**config.mk**
```make
export PLATFORM = sky130hd
export DESIGN_NAME = showcase_stream
export DESIGN_NICKNAME = d
export VERILOG_FILES = /design/src/rtl/showcase_stream_pkg.sv /design/src/rtl/showcase_stream_alu.sv /design/src/rtl/showcase_stream.sv
export SDC_FILE = /design/constraint.sdc
export NUM_CORES = 1
export LEC_CHECK = 0
export CORE_ASPECT_RATIO = 0.9
export CORE_MARGIN = 10
export CORE_UTILIZATION = 56
export DETAILED_ROUTE_END_ITERATION = 16
export GPL_TIMING_DRIVEN = 0
export PLACE_DENSITY_LB_ADDON = 0.25
export SLEW_MARGIN = 25
export SYNTH_ARGS = -nofsm -noshare
export SYNTH_HDL_FRONTEND = slang
export SYNTH_SLANG_ARGS = --single-unit
```
**constraint.sdc**
```tcl
create_clock -name clk -period 6.45 [get_ports clk]
set_clock_uncertainty 0.05 [all_clocks]
set_input_delay 1.6125 -clock clk [delete_from_list [all_inputs] [get_ports clk]]
set_output_delay 1.6125 -clock clk [all_outputs]
set_load 0.005 [all_outputs]
```
**src/rtl/showcase_stream_pkg.sv**
```systemverilog
// Shared definitions for the showcase_stream block.
//   op_e          : ALU operation encodings carried on in_op
//   CMP_* indices : bit positions inside the 6-bit compare flag vector
package showcase_stream_pkg;

  typedef enum logic [1:0] {
    OP_ADD = 2'd0,
    OP_SUB = 2'd1,
    OP_AND = 2'd2,
    OP_XOR = 2'd3
  } op_e;

  localparam int NUM_FLAGS = 6;
  localparam int CMP_LT    = 0;
  localparam int CMP_GT    = 1;
  localparam int CMP_LE    = 2;
  localparam int CMP_GE    = 3;
  localparam int CMP_NE    = 4;
  localparam int CMP_EQ    = 5;

endpackage

```
**src/rtl/showcase_stream_alu.sv**
```systemverilog
// Combinational ALU plus compare flags for showcase_stream.
// Ports:
//   a      in   DATA_WIDTH  operand A, unsigned
//   b      in   DATA_WIDTH  operand B, signed (also the compare operand)
//   op     in   2           operation, see op_e
//   result out  DATA_WIDTH  a op b, arithmetic wraps modulo 2^DATA_WIDTH
//   flags  out  6           signed b vs CMP_CONST: [0]lt [1]gt [2]le [3]ge [4]ne [5]eq
module showcase_stream_alu
  import showcase_stream_pkg::*;
#(
  parameter int DATA_WIDTH = 32,
  parameter int CMP_CONST  = 4
) (
  input  logic [DATA_WIDTH-1:0] a,
  input  logic [DATA_WIDTH-1:0] b,
  input  logic [1:0]            op,
  output logic [DATA_WIDTH-1:0] result,
  output logic [NUM_FLAGS-1:0]  flags
);

  // CMP_CONST is a signed int, so the sized cast sign-extends it.
  localparam logic signed [DATA_WIDTH-1:0] CMP_EXT = DATA_WIDTH'(CMP_CONST);

  op_e  op_sel;
  logic lt;
  logic eq;

  assign op_sel = op_e'(op);
  assign lt     = $signed(b) < CMP_EXT;
  assign eq     = (b == CMP_EXT);

  always_comb begin
    result = '0;
    unique case (op_sel)
      OP_ADD:  result = a + b;
      OP_SUB:  result = a - b;
      OP_AND:  result = a & b;
      OP_XOR:  result = a ^ b;
      default: result = '0;
    endcase
  end

  always_comb begin
    flags         = '0;
    flags[CMP_LT] = lt;
    flags[CMP_GT] = !lt && !eq;
    flags[CMP_LE] = lt || eq;
    flags[CMP_GE] = !lt;
    flags[CMP_NE] = !eq;
    flags[CMP_EQ] = eq;
  end

endmodule

```
**src/rtl/showcase_stream.sv**
```systemverilog
// Two-stage valid/ready stream: ALU + flags in S1, RAM read/update in S2.
// Ports:
//   clk, rst                 clock, synchronous active-high reset
//   in_a/in_b/in_op/in_idx   input beat payload
//   in_vld/in_rd             input handshake (in_rd combinational from out_rd)
//   out_data/out_old/out_cmp output beat: ALU result, prior RAM[idx], flags
//   out_vld/out_rd           output handshake
//   sticky_set/sticky_clr    sticky flag control (clear wins)
//   sticky                   registered sticky flag
//   beat_cnt                 saturating count of accepted input beats
module showcase_stream
  import showcase_stream_pkg::*;
#(
  parameter int DATA_WIDTH = 32,
  parameter int DEPTH      = 4,
  parameter int CMP_CONST  = 4,
  parameter int CNT_WIDTH  = 16,
  localparam int IDX_W     = $clog2(DEPTH)
) (
  input  logic                  clk,
  input  logic                  rst,
  input  logic [DATA_WIDTH-1:0] in_a,
  input  logic [DATA_WIDTH-1:0] in_b,
  input  logic [1:0]            in_op,
  input  logic [IDX_W-1:0]      in_idx,
  input  logic                  in_vld,
  output logic                  in_rd,
  output logic [DATA_WIDTH-1:0] out_data,
  output logic [DATA_WIDTH-1:0] out_old,
  output logic [NUM_FLAGS-1:0]  out_cmp,
  output logic                  out_vld,
  input  logic                  out_rd,
  input  logic                  sticky_set,
  input  logic                  sticky_clr,
  output logic                  sticky,
  output logic [CNT_WIDTH-1:0]  beat_cnt
);

  function automatic logic [DEPTH-1:0][DATA_WIDTH-1:0] ram_init();
    for (int i = 0; i < DEPTH; i++) ram_init[i] = DATA_WIDTH'(i);
  endfunction

  // Power-up image only; rst never touches the RAM.
  logic [DEPTH-1:0][DATA_WIDTH-1:0] mem = ram_init();

  logic                  s1_vld;
  logic [DATA_WIDTH-1:0] s1_res;
  logic [NUM_FLAGS-1:0]  s1_flags;
  logic [IDX_W-1:0]      s1_idx;
  logic                  s2_vld;
  logic [DATA_WIDTH-1:0] alu_res;
  logic [NUM_FLAGS-1:0]  alu_flags;
  logic                  s1_adv;
  logic                  s2_adv;
  logic                  in_xfer;
  logic                  ram_wr;

  assign s2_adv  = !s2_vld || out_rd;
  assign s1_adv  = !s1_vld || s2_adv;
  assign in_rd   = s1_adv;
  assign in_xfer = in_vld && in_rd;
  assign out_vld = s2_vld;
  assign ram_wr  = !rst && s2_adv && s1_vld;

  showcase_stream_alu #(
    .DATA_WIDTH (DATA_WIDTH),
    .CMP_CONST  (CMP_CONST)
  ) u_alu (
    .a      (in_a),
    .b      (in_b),
    .op     (in_op),
    .result (alu_res),
    .flags  (alu_flags)
  );

  always_ff @(posedge clk) begin
    if (rst) begin
      s1_vld   <= 1'b0;
      s1_res   <= '0;
      s1_flags <= '0;
      s1_idx   <= '0;
    end else if (s1_adv) begin
      s1_vld <= in_vld;
      if (in_vld) begin
        s1_res   <= alu_res;
        s1_flags <= alu_flags;
        s1_idx   <= in_idx;
      end
    end
  end

  // The write happens on the same edge the beat enters S2, so a following
  // beat to the same entry already sees the new value when it reads here.
  // That is the forwarding path: no separate bypass mux is needed.
  always_ff @(posedge clk) begin
    if (rst) begin
      s2_vld   <= 1'b0;
      out_data <= '0;
      out_old  <= '0;
      out_cmp  <= '0;
    end else if (s2_adv) begin
      s2_vld <= s1_vld;
      if (s1_vld) begin
        out_data <= s1_res;
        out_old  <= mem[s1_idx];
        out_cmp  <= s1_flags;
      end
    end
  end

  // A beat still in S1 at rst is dropped without ever writing the RAM.
  always_ff @(posedge clk) begin
    if (ram_wr) mem[s1_idx] <= s1_res;
  end

  always_ff @(posedge clk) begin
    if (rst) begin
      beat_cnt <= '0;
    end else if (in_xfer && (beat_cnt != '1)) begin
      beat_cnt <= beat_cnt + CNT_WIDTH'(1);
    end
  end

  always_ff @(posedge clk) begin
    if (rst)             sticky <= 1'b0;
    else if (sticky_clr) sticky <= 1'b0;
    else if (sticky_set) sticky <= 1'b1;
  end

endmodule

```
==> reports/metrics.yaml <==
grt_overflow: 0
p_per_area_nw_per_um2: 253
nets: 1553
die_y_um: 163
path_class: "input pin to register"
vdd_drop_max_mv: 0.198
wl_met1_mm: 15.2
hold_path.class: "register to register"
rsz0062_at_grt: "false"
async_flop_share_pct: 0
syn_nets: 1348
status: "finished, final reports clean"
slew_viol_final: 0
clock-sinks: 257
avgRoutedWirePerCell_um: 21.2
num_io_pins: 163
route.detailed.drc: 0
postSynthCellCount: 1208
dieArea_um2: 29000
place_congestion: 0.932
antennaDiodeCount: 0
rows: 52
yosysWarnings: 0
port_buffers: 159
crit_required_ns: 6.77
finalHoldViolCount: 0
ant_nets: 0
firstDrtPassIters: 5
antenna_found_initial: 0
route.met2.wl_mm: 17.7
synth_top_cell_by_area: "edfxtp_1"
maxSlewHeadroom_pct: 40.0
cts_tree: "yes"
via_per_inst: 5.87
grtUsageTotal_pct: 24.5
clk-insertion-delay-late_ns: 0.52
synth-seq-cells: 257
synthesis.area_um2: 12700
worst_ep_arrival_time_ns: 6.44
core-area_um2: 22400
cts_root_buf: "clkbuf_16"
fin_setup_tns_ns: 0
die_w_um: 179
cts.repair.resized: 0
drv_cap: 0
synth_top_area_share_pct: 30.4
hold_slack_ns: 0.402
hpwlAfterDp_mm: 28.0
hold_buffers: 0
clk_path_buf_depth: 3
initial_core_util_pct: 56.6
cts-buffers-inserted: 26
worstPathMaxFanout: 10
reg2reg_slack_ns: 3.37
yosysUniqueCellTypes: 62
critPathLaunchType: "input pin"
yosysSeqAreaShare_pct: 50.7
synth_edf_count: 128
drive_gt1_share_pct: 7.82
fin_util_pct: 69.7
crit_path_end_kind: "register"
syn_area_per_cell_um2: 10.5
dr_wl_met3_mm: 2.84
wl_mm: 36.7
setup_viol: 0
synth_top_flop_cell: "dfxtp_1"
grt_pass1_wl_mm: 55.9
syn_to_final_growth_pct: 23.3
p_total_uw: 3950
htreeDepth: 1
synth_area_leaders: "edfxtp_1 30%, dfxtp_1 20%, ha_1 6.4%"
leakagePower_uw: 0.00569
grt_pass1_vias: 10100
fin_crit_ns: 6.12
clkTransAtPathRegs_ns: 0.06
highest_layer: "met4"
post_cts_buffers: 0
drtIter0Drc: 854
grt_max_degree: 19
vias: 10200
fin_crit_sh_pct: 94.8
tightest_slew_ns: 0.901
fmax_mhz: 163
==> area by class of cell <==
class	instances	area [um2]
inverters	18	67.6
flip-flops and latches	257	6430
multi-input cells	860	5880
well taps	297	372
fillers	1676	6770
plain buffers	73	305
clock buffers	46	828
clock inverters	2	13.8
repair buffers	177	1710
==> through the flow <==
step / instance area, um2 / instances / setup slack, ns
finish: 15600 / 1730 / 0.332
global route: 15600 / 1730 / 0.247
CTS: 15600 / 1730 / 0.506
detailed placement: 14800 / 1682 / -0.00730
global placement: 14600 / 1664 / -2.47
floorplan: 12700 / 1208 / 0.565
==> cell usage in the layout, fill, tap and decap left out, drive strengths merged, types with 18 or more instances in the layout <==
cell type	instances
a21oi	142
buf	31
clkbuf	106
clkdlybuf4s50	159
dfxtp	129
edfxtp	128
ha	65
inv	18
mux2i	31
mux4	32
nand2	199
nand4	18
nor2	66
nor3	24
o21ai	37
xnor2	30
xor2	33
==> flip-flops by register name (all words and copies together) (netlist names) <==
signal and cells:
beat_cnt 16, mem 128, out_cmp 6, out_data 32, out_old 32, out_vld 1
s1_flags 6, s1_idx 2, s1_res 32, s1_vld 1, sticky 1
==> metal layers <==
| metal | up-vias | track usage, % |
|---|---|---|
| met3 | 53 | 4.29 |
| li1 | 4839 | - |
| met2 | 438 | 41.2 |
| met1 | 4821 | 31.6 |
| met5 | - | 0 |
| met4 | 0 | 7.55 |
==> synth_stat cells (12+ instances only) <==
cell / number
nand2_1: 199
a21oi_1: 142
dfxtp_1: 129
edfxtp_1: 128
nor2_1: 66
ha_1: 65
clkbuf_1: 60
o21ai_0: 37
xor2_1: 33
mux4_2: 32
mux2i_1: 31
xnor2_1: 30
nor3_1: 24
nand4_1: 18
inv_1: 17
nand3_1: 17
and3_1: 13
a21o_1: 12
o211ai_1: 12
==> worst paths after layout <==
check | from | cells past startpoint | endpoint
worst max register to register | s1_idx[0] | 5 | mem[48]
worst min register to register | out_old[27] | 2 | out_old[27]
worst min-delay path | out_old[27] | 2 | out_old[27]
worst max-delay path | in_op[1] | 14 | s1_res[28]
==> kinds of logic (layout without fill, tap and decap cells) <==
family,after synthesis,in the layout,share of synthesized area [%]
buffers and inverters,91,316,2.94
adder cells (fa/ha/maj),66,66,6.58
AND/OR/NAND/NOR,390,390,13.9
AO/OA/AOI/OAI,273,273,12.9
flip-flops,257,257,50.7
XOR/XNOR,63,63,4.36
multiplexers,68,68,8.59
==> power by group <==
part | switching (uW) | internal (uW) | total (uW) | leakage [uW]
sequential | 58.6 | 1780 | 1840 | 0.00226
combinational | 382 | 279 | 661 | 0.00302
clock | 591 | 864 | 1460 | 0.000414
total | 1030 | 2920 | 3950 | 0.00569
==> critical path, cell delays in order <==
cell	delay, ns
clkbuf_1	0.36
inv_2	0.21
nand2_1	0.37
clkbuf_1	0.52
nand2_1	0.13
xor2_1	0.17
ha_1	0.33
and3_1	0.20
a221oi_1	0.72
o221ai_1	0.38
a211oi_1	0.58
o21bai_1	0.25
a2111oi_0	0.50
nor4_1	0.10
No activity file was read; power rests on OpenSTA's default activity.
